<file path="src/rtl/pre_if_stage.sv">
// Pre-IF stage: owns the fetch PC, issues sram-like instruction address
// requests and hands each accepted (or ADEF-marked) PC to the IF stage.
//
// state  | meaning
// S_IDLE | first cycle after reset, no request
// S_RUN  | fetching; requests issued while the PC is word aligned
// S_STOP | misaligned PC handed over as ADEF, frozen until a redirect
module pre_if_stage (
    input  logic        clk,
    input  logic        reset,
    input  logic        fs_allowin,
    output logic        pfs_to_fs_valid,
    output logic [32:0] pfs_to_fs_bus,
    output logic        pfs_discard,
    input  logic [32:0] br_bus,
    input  logic        excp_flush,
    input  logic        ertn_flush,
    input  logic [31:0] csr_era,
    input  logic [31:0] csr_eentry,
    output logic        inst_sram_req,
    output logic        inst_sram_wr,
    output logic [1:0]  inst_sram_size,
    output logic [3:0]  inst_sram_wstrb,
    output logic [31:0] inst_sram_wdata,
    output logic [31:0] inst_sram_addr,
    input  logic        inst_sram_addr_ok
);

    typedef enum logic [1:0] {
        S_IDLE = 2'd0,
        S_RUN  = 2'd1,
        S_STOP = 2'd2
    } state_t;

    localparam logic [31:0] PC_RESET = 32'h1c00_0000;

    state_t      r_fsm;
    logic [31:0] r_pc;
    logic        r_hold;
    logic        r_redir_pend;
    logic [31:0] r_redir_pc;
    logic        r_out_valid;
    logic [32:0] r_out_bus;

    logic        w_br_taken;
    logic [31:0] w_br_target;
    logic        w_redirect;
    logic [31:0] w_target;
    logic        w_out_free;
    logic        w_pc_aligned;
    logic        w_hs;
    logic        w_load_ok;
    logic        w_load_adef;

    assign w_br_taken   = br_bus[32];
    assign w_br_target  = br_bus[31:0];
    assign w_redirect   = excp_flush | ertn_flush | w_br_taken;
    assign w_target     = excp_flush ? csr_eentry :
                          ertn_flush ? csr_era    : w_br_target;
    assign w_out_free   = ~r_out_valid | fs_allowin;
    assign w_pc_aligned = (r_pc[1:0] == 2'b00);

    // A pending request (hold) keeps req high regardless of IF back-pressure
    assign inst_sram_req = (r_fsm == S_RUN) & w_pc_aligned & (r_hold | w_out_free);
    assign w_hs          = inst_sram_req & inst_sram_addr_ok;

    // A handshake on a wrong-path address is accepted by the sram but its
    // data must be dropped downstream, hence the discard pulse.
    assign pfs_discard = w_hs & (w_redirect | r_redir_pend);
    assign w_load_ok   = w_hs & ~w_redirect & ~r_redir_pend;
    assign w_load_adef = (r_fsm == S_RUN) & ~w_pc_aligned & ~r_hold & w_out_free & ~w_redirect;

    assign inst_sram_wr    = 1'b0;
    assign inst_sram_size  = 2'b10;
    assign inst_sram_wstrb = 4'b0000;
    assign inst_sram_wdata = 32'h0;
    assign inst_sram_addr  = r_pc;

    assign pfs_to_fs_valid = r_out_valid;
    assign pfs_to_fs_bus   = r_out_bus;

    // Fetch FSM, PC/redirect bookkeeping and the output register to IF
    always_ff @(posedge clk or posedge reset) begin
        if (reset) begin
            r_fsm        <= S_IDLE;
            r_pc         <= PC_RESET;
            r_hold       <= 1'b0;
            r_redir_pend <= 1'b0;
            r_redir_pc   <= 32'h0;
            r_out_valid  <= 1'b0;
            r_out_bus    <= 33'h0;
        end else begin
            r_hold <= inst_sram_req & ~inst_sram_addr_ok;

            // Redirect wins over both a new load and consumption by IF
            if (w_redirect) begin
                r_out_valid <= 1'b0;
            end else if (w_load_ok | w_load_adef) begin
                r_out_valid <= 1'b1;
            end else if (fs_allowin) begin
                r_out_valid <= 1'b0;
            end

            case (r_fsm)
                S_IDLE: begin
                    r_fsm <= S_RUN;
                    if (w_redirect) begin
                        r_pc <= w_target;
                    end
                end
                S_RUN: begin
                    if (w_hs) begin
                        if (w_redirect) begin
                            r_pc <= w_target;
                        end else if (r_redir_pend) begin
                            r_pc <= r_redir_pc;
                        end else begin
                            r_pc      <= r_pc + 32'd4;
                            r_out_bus <= {1'b0, r_pc};
                        end
                        r_redir_pend <= 1'b0;
                    end else if (inst_sram_req) begin
                        // Address not yet accepted: PC must stay put, so
                        // remember the newest redirect for after the handshake
                        if (w_redirect) begin
                            r_redir_pc   <= w_target;
                            r_redir_pend <= 1'b1;
                        end
                    end else if (w_redirect) begin
                        r_pc <= w_target;
                    end else if (w_load_adef) begin
                        r_out_bus <= {1'b1, r_pc};
                        r_fsm     <= S_STOP;
                    end
                end
                S_STOP: begin
                    if (w_redirect) begin
                        r_pc  <= w_target;
                        r_fsm <= S_RUN;
                    end
                end
                default: begin
                    r_fsm <= S_IDLE;
                end
            endcase
        end
    end

endmodule

</file>
<file path="config.mk">
export PLATFORM = sky130hd
export DESIGN_NAME = pre_if_stage
export DESIGN_NICKNAME = d
export VERILOG_FILES = /design/src/rtl/pre_if_stage.sv
export SDC_FILE = /design/constraint.sdc
export NUM_CORES = 1
export LEC_CHECK = 0
export ABC_AREA = 0
export CAP_MARGIN = 20
export CORE_ASPECT_RATIO = 1.1
export CORE_MARGIN = 3
export CORE_UTILIZATION = 40
export DETAILED_ROUTE_END_ITERATION = 10
export GPL_ROUTABILITY_DRIVEN = 0
export HOLD_SLACK_MARGIN = 0.02
export PLACE_DENSITY = 0.83
export RECOVER_POWER = 25
export SYNTH_ARGS = -nofsm -noshare
export SYNTH_HDL_FRONTEND = slang
export SYNTH_SLANG_ARGS = --single-unit
</file>
<file path="constraint.sdc">
create_clock -name clk -period 2.9 [get_ports clk]
set_input_delay 0.29 -clock clk [delete_from_list [all_inputs] [get_ports clk]]
set_output_delay 0.29 -clock clk [all_outputs]
set_load 0.1 [all_outputs]
</file>
==> results.cfg, run 1 <==
[yosys]
synth.cell_area_mm2 = 0.006241
async_reset_ff_frac = 1.000
ys_seq_area_frac = 0.4096
yosysWarnings = 0
ys.flop_type = dfrtp_1
ys_seq_elements = 102
avgSynthCellArea_um2 = 9.572
synth_enable_flop_cells = 0
yosysUniqueCellTypes = 72
syn_inst = 652

[finish]
diodes = 0
multi_input_area_mm2 = 0.003269
layout_common_cells = clkdlybuf4s50_1 (99), dfrtp_1 (97), buf_4 (87)
final_common_cell = clkdlybuf4s50_1
nets = 919
drive_above_1_share = 0.2073
nFillCells = 1368
area_growth_pct = 30.89
final_core_util = 0.5384
seq_area_mm2 = 0.002559

[worst_setup_path]
rrSetupSlack_ns = 0.44
reg2reg_depth = 6
crit_buf_inv = 0
slowest_stage = or4_1
startpoint_type = flop
crit_family = simple AND/OR/NAND/NOR gates
critPathKind = reg2reg
cp_max_fo = 7
worstPathArrival_ns = 2.73
required_ns = 3.17
endpoint_kind = flop
r2r-end = inst_sram_addr[28]$_DFFE_PP1P_
cpPeakStageDelay_ns = 0.69
r2r_start = inst_sram_addr[2]$_DFFE_PP0P_
crit_chain = ha_1, nand3_2, or4_1, nor4_1, mux2_2, o21ai_0

[floorplanning]
core_mm2 = 0.01517
fp-row-count = 47
die_w_um = 125.1
initial_utilization = 0.4113
dieArea_mm2 = 0.01714
boundaryPins = 210
die_height_um = 137.0

[sta]
setup_viol = 0
fmax_mhz = 406.6
rsz0062_at_grt = false
worstMarginPinSlew_ns = 1.444
relSlewSlack = 0.03759
period_needed_ns = 2.460
skew_ns = 0.007459
min_period_over_period = 0.8481
fin_tns_setup_ns = 0
hold_viol_final = 0
final_max_slew_viol_count = 0
hold_ws_ns = 0.4706

[status]
status = complete, no violations

[clock_tree]
post_cts_buffers = 0
cts_max_path_buffers = 2
cts_root_buf = clkbuf_16
cts_resized = 0
numCtsBuffers = 9
cts_htree_levels = 3
clock_latency_ns = 0.35
cts_tree = yes
hold_buffers = 0
clkTransAtPathRegs_ns = 0.07
clock_sinks = 102

[global_routing]
antenna_found_initial = 0
overflow = 0
first_global_vias = 5381
grt_use_total = 0.2133
grt_max_degree = 59
grt_first_pass_wirelength_um = 29100

[placed_design]
hpwlAfterDp_um = 14180
port_buffers = 170

[run]
cap_violations = 0

[power_and_ir_drop]
vdd.ir_drop.worst_mv = 0.5552
powerDensity_mw_per_mm2 = 1178
p_leak_nw = 3.604

[hold_path]
hold_end = r_fsm[0]$_DFFE_PP0P_
holdCritPathClass = in2reg
min_path_cells = 5
hp-start = ertn_flush

[detailed_routing]
vias = 5774
vias_per_cell = 5.683
first_iter_violations = 815
ant_nets = 0
wl_per_cell_um = 18.32
dr.pass1.iters = 5
drc_errors = 0
drt_wl_total_um = 18620
## worst max-delay path by stage
stage / from / to / slack, ns / cells after the start
floorplan: inst_sram_addr[6]$_DFFE_PP0P_ / inst_sram_addr[28]$_DFFE_PP1P_ / 0.02 / 7
global route: reset / pfs_to_fs_bus[14]$_DFFE_PP0P_ / 0.21 / 3
CTS: inst_sram_addr[3]$_DFFE_PP0P_ / inst_sram_addr[28]$_DFFE_PP1P_ / 0.47 / 6
finish: inst_sram_addr[2]$_DFFE_PP0P_ / inst_sram_addr[28]$_DFFE_PP1P_ / 0.44 / 6
global placement: br_bus[32] / pfs_to_fs_bus[29]$_DFFE_PP0P_ / 0.39 / 6
detailed placement: inst_sram_addr_ok / inst_sram_addr[12]$_DFFE_PP0P_ / 0.33 / 6
## final cells by class
type / count / area share
Clock buffer: 13 / 0.03186
Clock inverter: 3 / 0.005208
Inverter: 9 / 0.004289
Multi-Input combinational cell: 497 / 0.4002
Sequential cell: 102 / 0.3132
Tap cell: 196 / 0.03002
Timing Repair Buffer: 196 / 0.2152
## registers in the layout (all words and copies together) (netlist names)
| signal | count |
|---|---|
| pfs_to_fs_bus | 33 |
| r_redir_pend | 1 |
| inst_sram_addr | 32 |
| pfs_to_fs_valid | 1 |
| r_hold | 1 |
| r_redir_pc | 32 |
| r_fsm | 2 |
## synthesized netlist by cell type (all sizes together) (6+ instances only)
library cell / instances / area share
a21o: 6 / 0.0072
a21oi: 29 / 0.023
a22o: 8 / 0.011
a22oi: 6 / 0.0072
a31o: 7 / 0.0098
a31oi: 6 / 0.0060
and3: 11 / 0.011
buf: 51 / 0.066
clkbuf: 30 / 0.018
dfrtp: 99 / 0.40
inv: 8 / 0.0048
mux2: 49 / 0.10
mux2i: 32 / 0.051
nand2: 61 / 0.037
nand2b: 10 / 0.010
nand3: 17 / 0.014
nand4: 12 / 0.012
nor2: 50 / 0.030
nor3: 8 / 0.0072
nor4: 11 / 0.012
o21ai: 56 / 0.045
o221ai: 8 / 0.011
## stage by stage
stage / cells / instance area (um2) / power (mW) / setup slack, ns
after CTS: 1016 / 8180 / 9.620 / 0.4700
after global routing: 1016 / 8169 / 10.03 / 0.2134
after detailed placement: 1000 / 7878 / 8.374 / 0.3261
after floorplan: 689 / 6390 / 6.995 / 0.01751
final: 1016 / 8169 / 9.619 / 0.4405
after global placement: 1000 / 7878 / 8.287 / 0.3917
## where the power goes
part	total [mW]	internal [mW]	switching, mW
Combinational	5.73	1.49	4.24
Clock	1.24	0.716	0.524
Sequential	2.65	2.03	0.617
## logic make-up (layout without fill, tap and decap cells)
group                      Yosys count  after routing  share of synthesized area
AOI/OAI and AO/OA                  168            168                     0.1780
xor gates and xnor gates             3              3                   0.004211
adders and majority gates            1              1                   0.002004
buffers and inverters               90            221                    0.08941
DFF                                102            102                     0.4096
muxes                               81             81                     0.1518
other                                2             39                   0.001203
and+or+nand+nor                    205            205                     0.1638
## metal layers
| metal | vias to the layer above | global-route usage | part of all wire |
|---|---|---|---|
| met2 | 379 | 0.3461 | 0.46 |
| met3 | 41 | 0.04137 | 0.092 |
| met5 | - | 0 | 0 |
| li1 | 2652 | - | - |
| met4 | 0 | 0.07831 | 0.026 |
| met1 | 2702 | 0.2855 | 0.42 |
## tightest hold or removal path, cell delays in order
cell and delay, ns:
buf_2 0.13, nor3_2 0.06, nand2_1 0.09, nor4_1 0.08, a21oi_1 0.11
Note: power is estimated with default switching activity, not from simulation.
==> run 2, diff against run 1 <==
==> constraint.sdc (replaced) <==
create_clock -name clk -period 2.1 [get_ports clk]
set_input_delay 0.21 -clock clk [delete_from_list [all_inputs] [get_ports clk]]
set_output_delay 0.21 -clock clk [all_outputs]
set_load 0.1 [all_outputs]
==> results.cfg, run 2 (synthesized netlist as in run 1, its figures left out) <==
[status]
status = complete, no violations

[global_routing]
grt_use_total = 0.2192
grt_max_degree = 103
antenna_found_initial = 0
overflow = 0
first_global_vias = 5656
grt_first_pass_wirelength_um = 30070

[clock_tree]
cts_htree_levels = 3
cts_max_path_buffers = 2
numCtsBuffers = 9
clock_latency_ns = 0.34
clock_sinks = 102
cts_tree = yes
cts_root_buf = clkbuf_16
clkTransAtPathRegs_ns = 0.07

[power_and_ir_drop]
p_int_mw = 6.106
p_clk_frac = 0.112
sw_frac_of_total = 0.5537
comb_power_share = 0.623
vdd.ir_drop.worst_mv = 0.8118
powerDensity_mw_per_mm2 = 1562
power_frac_seq = 0.265
switchingPower_mw = 7.575
p_total_mw = 13.68
p_leak_nw = 3.912

[worst_setup_path]
worstPathArrival_ns = 2.24
r2r_start = inst_sram_addr[0]$_DFFE_PP0P_
r2r-end = pfs_to_fs_bus[2]$_DFFE_PP0P_
required_ns = 2.32
rrSetupSlack_ns = 0.09
cpPeakStageDelay_ns = 0.46
crit_buf_inv = 1
reg2reg_depth = 6
slowest_stage = dfrtp_2
startpoint_type = flop
crit_family = simple AND/OR/NAND/NOR gates
cp_max_fo = 8
crit_chain = nor2_4, nand3_4, or4_4, nand2b_4, buf_4, mux2_1
critPathKind = reg2reg
endpoint_kind = flop

[sta]
setup_viol = 0
worstMarginPinSlew_ns = 1.399
fmax_mhz = 496.5
period_needed_ns = 2.014
final_max_slew_viol_count = 0
skew_ns = 0.003705
setup_slack_ns = 0.08604
relSlewSlack = 0.06760
hold_viol_final = 0
min_period_over_period = 0.9590
fin_tns_setup_ns = 0

[floorplanning]
die_w_um = 125.1
fp-row-count = 47
boundaryPins = 210
core_mm2 = 0.01517
die_height_um = 137.0
initial_utilization = 0.4113
dieArea_mm2 = 0.01714

[finish]
largest_reg_flops = 33
stdcell_count = 1067
final_common_cell = buf_4
layout_common_cells = buf_4 (137), clkdlybuf4s50_1 (100), dfrtp_1 (75)
stdcell_area_mm2 = 0.008758
multi_input_area_mm2 = 0.003435
diodes = 0
seq_area_mm2 = 0.002586
drive_above_1_share = 0.3100
nets = 970
area_growth_pct = 40.34
nFillCells = 1309

[run]
cap_violations = 0

[detailed_routing]
ant_nets = 0
vias_per_cell = 5.552
first_iter_violations = 535
wl_per_cell_um = 18.01
drc_errors = 0
vias = 5924
drt_wl_total_um = 19220
dr.pass1.iters = 5

[placed_design]
port_buffers = 170
dp.cells = 1048
place_ws_ns = -0.2228
placed_area_mm2 = 0.008459
hpwlAfterDp_um = 15000

[hold_path]
hp-start = excp_flush
min_path_cells = 4
hold_end = r_redir_pc[13]$_DFFE_PP0P_
holdCritPathClass = in2reg
-- run 2: cell types whose count changed in the layout (fill, tap and decap cells not counted), sizes merged --
cell	before	now
buf	93	146
bufinv	1	0
clkbuf	16	12
clkdlybuf4s50	99	100
clkinv	2	6
clkinvlp	2	1
dlygate4sd3	1	0
-- run 2: worst register-to-register path, cell delays in order, from the launching register on --
cell and delay, ns:
dfrtp_2 0.46, nor2_4 0.23, nand3_4 0.12, or4_4 0.45
nand2b_4 0.13, buf_4 0.18, mux2_1 0.33
-- run 2: worst max-delay path by stage --
stage                                        from  cells after the start  slack (ns)                        endpoint
floorplan           inst_sram_addr[2]$_DFFE_PP0P_                      7       -0.36  inst_sram_addr[22]$_DFFE_PP0P_
global placement                       br_bus[32]                      6       -0.20   pfs_to_fs_bus[12]$_DFFE_PP0P_
detailed placement                     br_bus[32]                      6       -0.22    pfs_to_fs_bus[2]$_DFFE_PP0P_
CTS                 inst_sram_addr[3]$_DFFE_PP0P_                      6        0.01  inst_sram_addr[22]$_DFFE_PP0P_
global route        inst_sram_addr[3]$_DFFE_PP0P_                      8       -0.04  inst_sram_addr[25]$_DFFE_PP0P_
finish              inst_sram_addr[0]$_DFFE_PP0P_                      6        0.09    pfs_to_fs_bus[2]$_DFFE_PP0P_
-- run 2: area by class of cell --
cell class,count,share of cell area
well taps,196,0.02800
clock inverters,5,0.002857
flip-flops and latches,102,0.2953
multi-input cells,497,0.3921
repair buffers,247,0.2497
clock buffers,11,0.02771
inverters,9,0.004286
-- run 2: per-stage QoR --
stage               hold WS (ns)  utilization
floorplan                 0.2937            -
global placement          0.4572       0.5576
detailed placement        0.4661       0.5576
CTS                       0.4040       0.5752
global route              0.4781       0.5773
finish                    0.4516       0.5773
-- run 2: repair_timing --
action                     CTS  global route
setup endpoints to repair    1            45
setup buffers                0             3
hold buffers                 0             0
gates resized for setup      0             6
pin swaps                    1             2
-- run 2: power groups by stage --
stage               Sequential [mW]  Clock [mW]  Combinational, mW
floorplan                      7.21           0               2.68
finish                         3.63        1.53               8.52
detailed placement             3.65           0               8.46
CTS                            3.62        1.56               8.47
global route                   3.76        1.64               8.88
global placement               3.61           0               8.34
-- run 2: routing by layer --
layer | global-route usage | up-vias | routed length (um)
met5 | 0 | - | 0
met4 | 0.07229 | 0 | 486
met3 | 0.03903 | 38 | 1539
met2 | 0.3658 | 343 | 9270
met1 | 0.2902 | 2796 | 7924
li1 | - | 2747 | -
==> run 3, diff against run 2 <==
--- a/config.mk
+++ b/config.mk
@@ -12,6 +12,7 @@
 export CORE_UTILIZATION = 40
 export DETAILED_ROUTE_END_ITERATION = 10
 export GPL_ROUTABILITY_DRIVEN = 0
+export GPL_TIMING_DRIVEN = 1
 export HOLD_SLACK_MARGIN = 0.02
 export PLACE_DENSITY = 0.83
 export RECOVER_POWER = 25
==> results of run 3 <==
Same layout as run 2: the final DEF is identical, and so are final timing and power.
